**config.mk**
```make
export PLATFORM = sky130hd
export DESIGN_NAME = alu_dispatch
export DESIGN_NICKNAME = d
export VERILOG_FILES = /design/src/rtl/alu_dispatch.sv
export SDC_FILE = /design/constraint.sdc
export NUM_CORES = 1
export LEC_CHECK = 0
export BUFFER_PORTS_ARGS = -buffer_cell sky130_fd_sc_hd__buf_2
export CORE_MARGIN = 2
export CORE_UTILIZATION = 35
export DETAILED_ROUTE_END_ITERATION = 8
export GPL_ROUTABILITY_DRIVEN = 0
export SLEW_MARGIN = 20
export SYNTH_ARGS = -nofsm -noshare
export SYNTH_HDL_FRONTEND = slang
export SYNTH_SLANG_ARGS = --single-unit
export TNS_END_PERCENT = 30
```
**constraint.sdc**
```tcl
create_clock -name clk -period 4 [get_ports clk]
set_input_delay 0.4 -clock clk [delete_from_list [all_inputs] [get_ports clk]]
set_output_delay 0.4 -clock clk [all_outputs]
set_load 0.05 [all_outputs]
```
**src/rtl/alu_dispatch.sv**
```systemverilog
// alu_dispatch: issue-side front end of the ALU.
// Accepts one op per cycle, decodes it to a one-hot unit start, keeps a small
// alignment pipeline so the result mux select lines up with unit latency,
// and queues the registered mux output in a credit-protected result FIFO.
module alu_dispatch #(
   parameter int WIDTH      = 16,
   parameter int UNIT_LAT   = 1,
   parameter int FIFO_DEPTH = 4
) (
   input  logic             clk,
   input  logic             rst_n,
   input  logic             in_valid,
   output logic             in_ready,
   input  logic [3:0]       in_op,
   input  logic [WIDTH-1:0] in_a,
   input  logic [WIDTH-1:0] in_b,
   output logic [2:0]       unit_en,
   output logic [3:0]       unit_op,
   output logic [WIDTH-1:0] unit_a,
   output logic [WIDTH-1:0] unit_b,
   output logic [2:0]       mux_en,
   input  logic [WIDTH-1:0] mux_out,
   output logic             res_valid,
   input  logic             res_ready,
   output logic [WIDTH-1:0] res_data,
   output logic             res_err
);

   // Stages 0..UNIT_LAT line up with the units; the extra last stage is the
   // cycle in which the registered mux output is written into the FIFO.
   localparam int NSTG = UNIT_LAT + 2;
   localparam int PW   = (FIFO_DEPTH > 1) ? $clog2(FIFO_DEPTH) : 1;
   localparam int CW   = PW + 1;
   localparam logic [CW-1:0] DEPTH_C = CW'(FIFO_DEPTH);

   logic             in_ready_reg;
   logic             accept;
   logic [2:0]       dec_sel;
   logic             dec_err;

   logic [2:0]       unit_en_reg;
   logic [3:0]       unit_op_reg;
   logic [WIDTH-1:0] unit_a_reg;
   logic [WIDTH-1:0] unit_b_reg;

   logic [NSTG-1:0]  pv_reg;
   logic [NSTG-1:0]  perr_reg;
   logic [2:0]       psel_reg [UNIT_LAT+1];

   logic             fifo_wr;
   logic [WIDTH-1:0] fifo_wdata;
   logic             fifo_werr;
   logic             pop;
   logic [WIDTH-1:0] mem_data [FIFO_DEPTH];
   logic [FIFO_DEPTH-1:0] mem_err;
   logic [PW-1:0]    wr_ptr_reg;
   logic [PW-1:0]    rd_ptr_reg;
   logic [CW-1:0]    fifo_count_reg;

   logic [CW-1:0]    outstanding_reg;
   logic [CW-1:0]    outstanding_next;

   assign accept = in_valid & in_ready_reg;

   // Opcode to one-hot unit select; anything above 8 is illegal and selects nothing.
   always_comb begin
      dec_sel = 3'b000;
      dec_err = 1'b0;
      case (in_op)
         4'd0, 4'd1:                   dec_sel = 3'b001;
         4'd2, 4'd3, 4'd4, 4'd5:       dec_sel = 3'b010;
         4'd6, 4'd7, 4'd8:             dec_sel = 3'b100;
         default:                      dec_err = 1'b1;
      endcase
   end

   // Issue register: start pulse for one cycle, operands held between accepts.
   always_ff @(posedge clk or negedge rst_n) begin
      if (!rst_n) begin
         unit_en_reg <= 3'b000;
         unit_op_reg <= 4'd0;
         unit_a_reg  <= '0;
         unit_b_reg  <= '0;
      end else begin
         unit_en_reg <= accept ? dec_sel : 3'b000;
         if (accept) begin
            unit_op_reg <= in_op;
            unit_a_reg  <= in_a;
            unit_b_reg  <= in_b;
         end
      end
   end

   assign unit_en = unit_en_reg;
   assign unit_op = unit_op_reg;
   assign unit_a  = unit_a_reg;
   assign unit_b  = unit_b_reg;

   // Alignment pipeline carrying {valid, sel, err} for every accepted op.
   always_ff @(posedge clk or negedge rst_n) begin
      if (!rst_n) begin
         pv_reg   <= '0;
         perr_reg <= '0;
         for (int i = 0; i < UNIT_LAT + 1; i++) psel_reg[i] <= 3'b000;
      end else begin
         pv_reg      <= {pv_reg[NSTG-2:0], accept};
         perr_reg    <= {perr_reg[NSTG-2:0], accept & dec_err};
         psel_reg[0] <= accept ? dec_sel : 3'b000;
         for (int i = 1; i < UNIT_LAT + 1; i++) psel_reg[i] <= psel_reg[i-1];
      end
   end

   assign mux_en     = pv_reg[UNIT_LAT] ? psel_reg[UNIT_LAT] : 3'b000;
   assign fifo_wr    = pv_reg[NSTG-1];
   assign fifo_werr  = perr_reg[NSTG-1];
   assign fifo_wdata = fifo_werr ? '0 : mux_out;

   // Result storage; no reset needed since the head is gated by occupancy.
   always_ff @(posedge clk) begin
      if (fifo_wr) begin
         mem_data[wr_ptr_reg] <= fifo_wdata;
         mem_err[wr_ptr_reg]  <= fifo_werr;
      end
   end

   assign res_valid = (fifo_count_reg != '0);
   assign pop       = res_valid & res_ready;
   assign res_data  = res_valid ? mem_data[rd_ptr_reg] : '0;
   assign res_err   = res_valid & mem_err[rd_ptr_reg];

   // FIFO pointers and occupancy; pointers wrap naturally at the power-of-two depth.
   always_ff @(posedge clk or negedge rst_n) begin
      if (!rst_n) begin
         wr_ptr_reg     <= '0;
         rd_ptr_reg     <= '0;
         fifo_count_reg <= '0;
      end else begin
         if (fifo_wr) wr_ptr_reg <= wr_ptr_reg + PW'(1);
         if (pop)     rd_ptr_reg <= rd_ptr_reg + PW'(1);
         case ({fifo_wr, pop})
            2'b10:   fifo_count_reg <= fifo_count_reg + CW'(1);
            2'b01:   fifo_count_reg <= fifo_count_reg - CW'(1);
            default: fifo_count_reg <= fifo_count_reg;
         endcase
      end
   end

   // Credit count: in-flight ops plus FIFO occupancy.
   always_comb begin
      outstanding_next = outstanding_reg;
      if (accept && !pop)      outstanding_next = outstanding_reg + CW'(1);
      else if (!accept && pop) outstanding_next = outstanding_reg - CW'(1);
   end

   // Credits and ready are registered so ready never depends on same-cycle inputs.
   always_ff @(posedge clk or negedge rst_n) begin
      if (!rst_n) begin
         outstanding_reg <= '0;
         in_ready_reg    <= 1'b0;
      end else begin
         outstanding_reg <= outstanding_next;
         in_ready_reg    <= (outstanding_next < DEPTH_C);
      end
   end

   assign in_ready = in_ready_reg;

endmodule

```
## Word level (Yosys, flattened, before mapping)

Memory sizes are Yosys's and may differ from the RTL's.
Index checks and enable logic that the tools add are counted.

- Bits in registers: 63
- Memory bits (writable): 64
- Input port bits: 56
- Output and inout port bits: 61
- Logic and storage cells: 66
- Memories kept: 1

- Add/sub/neg operators: 6
- Order comparisons: 4
- Equality and inequality tests: 10
- Multiplexer cells: 16
- Bitwise logic cells: 4
- Reductions and logical operators: 12

Memories:

| name | words | bits a word | read ports | clocked after Yosys merged registers in | write ports | line | RTL |
|---|---|---|---|---|---|---|---|
| mem_data | 4 | 16 | 1 | 0 | 1 | 54 | `logic [WIDTH-1:0] mem_data [FIFO_DEPTH];` |

Operators with widths:

| operator | count |
|---|---|
| two-way mux 16 bit | 2 |
| equality test 4 x 3 -> 1 bit, second input constant | 4 |
| two-way mux 3 bit | 4 |
| case mux 3 bit (3 select lines) | 1 |
| OR reduction 9 bit | 1 |
| equality test 4 x 2 -> 1 bit, second input constant | 2 |
| adder 3 x 1 -> 3 bit, second input constant | 2 |
| less-than comparator 2 x 3 -> 1 bit, second input constant | 2 |
| case mux 3 bit (2 select lines) | 1 |
| subtractor 3 x 1 -> 3 bit, second input constant | 2 |
| two-way mux 1 bit | 5 |
| adder 2 x 1 -> 2 bit, second input constant | 2 |
| AND 1 bit | 4 |
| bitwise mux 4 bit | 1 |
| equality test 4 x 1 -> 1 bit, second input constant | 1 |
| equality test 4 bit, second input constant | 1 |
| zero test 4 bit | 1 |
| OR reduction 4 bit | 1 |
| logical AND 1 bit | 3 |
| less-than comparator 3 bit, second input constant | 1 |
| nonzero test 3 bit | 1 |
| OR reduction 3 bit | 1 |
| binary-select mux 1 bit (select 2 bit) | 1 |
| demux 1 bit (select 2 bit) | 1 |
| 6 further kinds | 7 |

## Logic depth before layout (Yosys ltp)

- Depth after elaboration: 6
- Gate-level depth with buffers: 10

## Least setup slack after synthesis

Ideal clock, no wire load.

- Kind: reg2reg
- Start point: register in_ready_reg, in the netlist in_ready
- End point: register in_ready_reg, in the netlist in_ready
- Setup time: 0.079 ns
- Arrival: 1.947 ns
- Data required time: 3.921 ns
- Path slack: 1.974 ns
- Stages on the path, launching flop included: 8
- Buffers on the path: 1
- Period minus slack after synthesis: 2.026 ns
- Cell sequence: dfrtp_1 nand2_2 inv_2 buf_2 ha_1 and3b_1 a21oi_1 xor2_1

- Word-level cells in the longest chain between the ends: 6
- Elaborated cells between the ends (all ways): 7

RTL lines:

| item | line | RTL |
|---|---|---|
| from (decl) | 36 | `logic in_ready_reg;` |
| from (signal assigned) | 162 | `in_ready_reg <= (outstanding_next < DEPTH_C);` |
| AND 1 bit (*) | 63 | `assign accept = in_valid & in_ready_reg;` |
| named net accept | 37 | `logic accept;` |
| zero test 1 bit | 152 | `else if (!accept && pop) outstanding_next = outstanding_reg - CW'(1);` |
| logical AND 1 bit | 152 |  |
| two-way mux 3 bit | 152 |  |
| two-way mux 3 bit (*) | 151 | `if (accept && !pop) outstanding_next = outstanding_reg + CW'(1);` |
| less-than comparator 3 bit (*) | 162 |  |

The timed path passes the listed nets; every way through them passes the cells marked *.
A chain may end at the register's enable or synchronous reset.

## Final worst setup path

- Start point: register rd_ptr_reg[0]
- End point: output port res_data[1]

- Word-level cells in the longest chain between the ends: 2

RTL lines:

| item | line | RTL |
|---|---|---|
| from (decl) | 57 | `logic [PW-1:0] rd_ptr_reg;` |
| from (signal assigned) | 139 | `if (pop) rd_ptr_reg <= rd_ptr_reg + PW'(1);` |
| memory (4 x 16 bit) | n/a |  |
| two-way mux 16 bit | 128 | `assign res_data = res_valid ? mem_data[rd_ptr_reg] : '0;` |
| to (decl) | 25 | `output logic [WIDTH-1:0] res_data,` |

Every way passes these cells.

==> reports/qor.txt <==
STATUS
---------------------------------------------------------------------------
Result of the run                                              complete, no violations

LOGIC SYNTHESIS
---------------------------------------------------------------------------
Register bit total from synthesis                                       127
Post-synth EDFFs                                                         68
FFs w/ async S/R, synth                                               46.5%
Share of the synthesized area in the top cell type                    40.4%
Share of synthesized area occupied by flip-flops and latches          69.5%
Top cell type by total area after synthesis                        edfxtp_1
Net count after synthesis                                               354
Netlist area before placement                                      5060 µm²
Synth unique cells                                                       33
Post-synth top flop                                                edfxtp_1
Number of standard cells after synthesis                                288
Area contributors post-synth                                   edfxtp_1, dfrtp_1, mux2_2
Yosys warnings                                                            0
Mean cell area of the mapped netlist                               17.6 µm²

PLACE
---------------------------------------------------------------------------
Placement-stage cell area                                          5790 µm²
Half-perimeter wire length of the detailed placement result         6040 µm
I/O Buffers                                                             116
Placed Instances                                                        573

TIMING
---------------------------------------------------------------------------
Rel. slew slack                                                       36.1%
Final setup vio count                                                     0
Final Skew                                                       0.00625 ns
Worst-Margin Slew                                                  0.958 ns
Post-route minimum period                                           2.73 ns
Hold violation total from the final report                                0
TNS Setup                                                              0 ns
Number of max-slew violations in the final report                         0
Final worst-path cycle share                                          68.2%
RSZ-0062 raised after global routing                                     no
Highest Clock Rate                                                  366 MHz

CLOCK TREE
---------------------------------------------------------------------------
Buffer levels on the longest clock path                                   2
Buffer type at the clock tree root                                clkbuf_16
Post CTS Setup Buffer Count                                               0
Clock buffer count from CTS                                              17
Sink count of the clock tree                                            127
CTS H-tree lvls                                                           4
Clock Latency Late Sink                                             0.41 ns
Clock tree from TritonCTS                                              done
Post-CTS Hold Fix Bufs                                                    0
Clk pin slew, worst setup/hold paths                                0.05 ns
Resized cells post-CTS                                                    0

WORST SETUP PATH
---------------------------------------------------------------------------
Capturing element type of the critical path                    primary output
Critical setup path kind                                            reg2out
Critical path startpoint                                       rd_ptr_reg[0]$_DFFE_PN0P_
Max incr delay on CP                                                0.62 ns
Critical path, cell by cell                                    buf_4 > mux4_1 > and2_1 > buf_2
Arrival time of the worst setup path                                2.33 ns
Crit-path slowest cell                                              dfrtp_1
Reg2reg start                                                  fifo_count_reg[0]$_DFFE_PN0P_
CP startpoint kind                                                     flop
Register-to-Register Setup Slack                                    1.64 ns
Top fanout value on the critical path                                    11
Worst R2R Path Depth                                                      9
Worst endpoint required time                                        3.60 ns
Worst reg2reg endpoint                                         fifo_count_reg[2]$_DFFE_PN0P_
Endpoint of the worst setup timing path                         res_data[1]

GLOBAL ROUTE
---------------------------------------------------------------------------
Remaining Overflow, GRT                                                   0
Number of global-route vias before repair                              3066
Met3 track demand over resource in global routing                     5.25%
Maximum number of pins on one net before global-route repair             60
Most congested layer reported by global routing                        met2
Antenna violations before repair                                          0
Global-route wire length before repair                             15500 µm
Met1 Resource Use GR                                                  15.6%
Routing usage on met2                                                 20.7%
Total routing resource utilization after global routing               13.1%

LAYOUT
---------------------------------------------------------------------------
Final cell area excluding filler cells                             6310 µm²
Total number of nets in the final design                                478
Final instance count without filler cells                               605
Area overhead of the layout relative to synthesis                     24.7%
Filler cell count                                                      1246
Flip-flop count of the largest register after layout                     64
Share of cells above drive strength 1                                 42.4%
Antenna diode count                                                       0

ROUTING
---------------------------------------------------------------------------
Wire length reported by the detailed router                         9530 µm
Via Count                                                              2812
Detail-routed net length per standard cell                          15.7 µm
DRC Markers                                                               0
Length of the first detailed-routing pass in iterations                   4
Detail Route Antenna Nets                                                 0
Vias per inst                                                          4.65
Detailed router's first-iteration violation count                       145

FLOORPLAN
---------------------------------------------------------------------------
Standard-cell row count                                                  43
Starting density of the core                                          36.2%
Number of ports placed on the die boundary                              117
Width of the die                                                     124 µm
Die Area                                                          15400 µm²
Area of the core                                                  14000 µm²
Vert. Die Dim                                                        124 µm

JOB
---------------------------------------------------------------------------
Count of max-cap constraint violations                                    0

HOLD PATH
---------------------------------------------------------------------------
HP Class                                                           in2async

metal layers:
layer | wire length (µm) | vias up
met5 | 0 | -
met4 | 184 | 0
met3 | 716 | 15
met2 | 4510 | 103
met1 | 4120 | 1393
li1 | - | 1301
metrics by stage:
stage / setup WS (ns) / util, % / hold WS, ns
floorplan: 1.97 / - / 0.104
global placement: 1.67 / 41.4 / 0.333
detailed placement: 1.57 / 41.4 / 0.336
CTS: 1.20 / 45.1 / 0.167
global route: 1.12 / 45.1 / 0.189
finish: 1.27 / 45.1 / 0.139
cells in the mapped netlist, types with 2 or more instances:
master,instances
dfrtp_1,59
nor3_1,2
nand2_1,8
nor2b_1,16
buf_4,3
mux4_2,8
nor2_1,3
mux2_2,31
mux2_1,4
ha_1,9
clkbuf_1,3
edfxtp_1,68
buf_2,5
inv_1,9
a21oi_1,3
o21ai_0,2
and2_1,24
xor2_1,4
mux4_1,9
xnor2_1,5
placed cells by master, fill, tap and decap left out:
cell type   netlist  routed
bufinv_16         0       1
nor2_1            3       3
inv_1             9       9
nor3_1            2       2
inv_2             1       1
nand2_1           8       8
o21ai_0           2       2
a21oi_1           3       3
fa_1              1       1
nor4_1            1       1
or3_1             1       1
clkinvlp_4        0       2
xor2_1            4       4
nor3b_1           1       1
and3b_1           1       1
nand3_1           1       1
xnor2_1           5       5
buf_4             3       2
a211oi_1          1       1
nor2b_1          16      16
mux2_1            4       4
nand2_2           1       1
and2_1           24      24
clkbuf_1          3       6
mux2i_1           1       1
clkinv_2          0       1
buf_2             5     116
clkbuf_16         0      17
nand3b_1          1       1
dfrtp_1          59      59
clkinv_1          0       5
mux2_2           31      31
mux4_2            8       8
ha_1              9       9
edfxtp_1         68      68
mux4_1            9       9
critical path, delay by kind of cell (launching register included):
family	cells	cell delay, ns
and+or+nand+nor	1	0.18
buffers and inverters	2	0.56
DFF	1	0.62
muxes	1	0.57
worst min path at each step:
stage	to	slack [ns]	cells after the start
5_1_grt	unit_a[15]$_DFFE_PN0P_	0.19	2
4_1_cts	unit_op[1]$_DFFE_PN0P_	0.17	2
2_1_floorplan	fifo_count_reg[0]$_DFFE_PN0P_	0.10	0
6_report	unit_op[2]$_DFFE_PN0P_	0.14	2
3_3_place_gp	pv_reg[1]$_DFF_PN0_	0.33	0
3_5_place_dp	pv_reg[1]$_DFF_PN0_	0.34	0
logic make-up (layout without fill, tap and decap cells):
group	Yosys count	in the layout	synth area share, %
flops	127	127	69.5
simple gates	60	60	6.90
mux	53	53	16.2
buf+inv	23	160	2.52
fa+ha+maj	10	10	2.62
xor+xnor	9	9	1.56
compound gates	6	6	0.643
layout make-up:
cell class,count,area [µm²],share of cell area (%)
clock buffer,23,448,7.10
clock inverter,9,68.8,1.09
inverter,10,37.5,0.595
multi-input combinational,138,1410,22.4
sequential,127,3520,55.8
tap,180,225,3.57
timing repair buffer,118,596,9.44
Power is left out: the tool's default activity adds up to more than one toggle a clock period on the data nets, which glitch-free logic cannot reach.
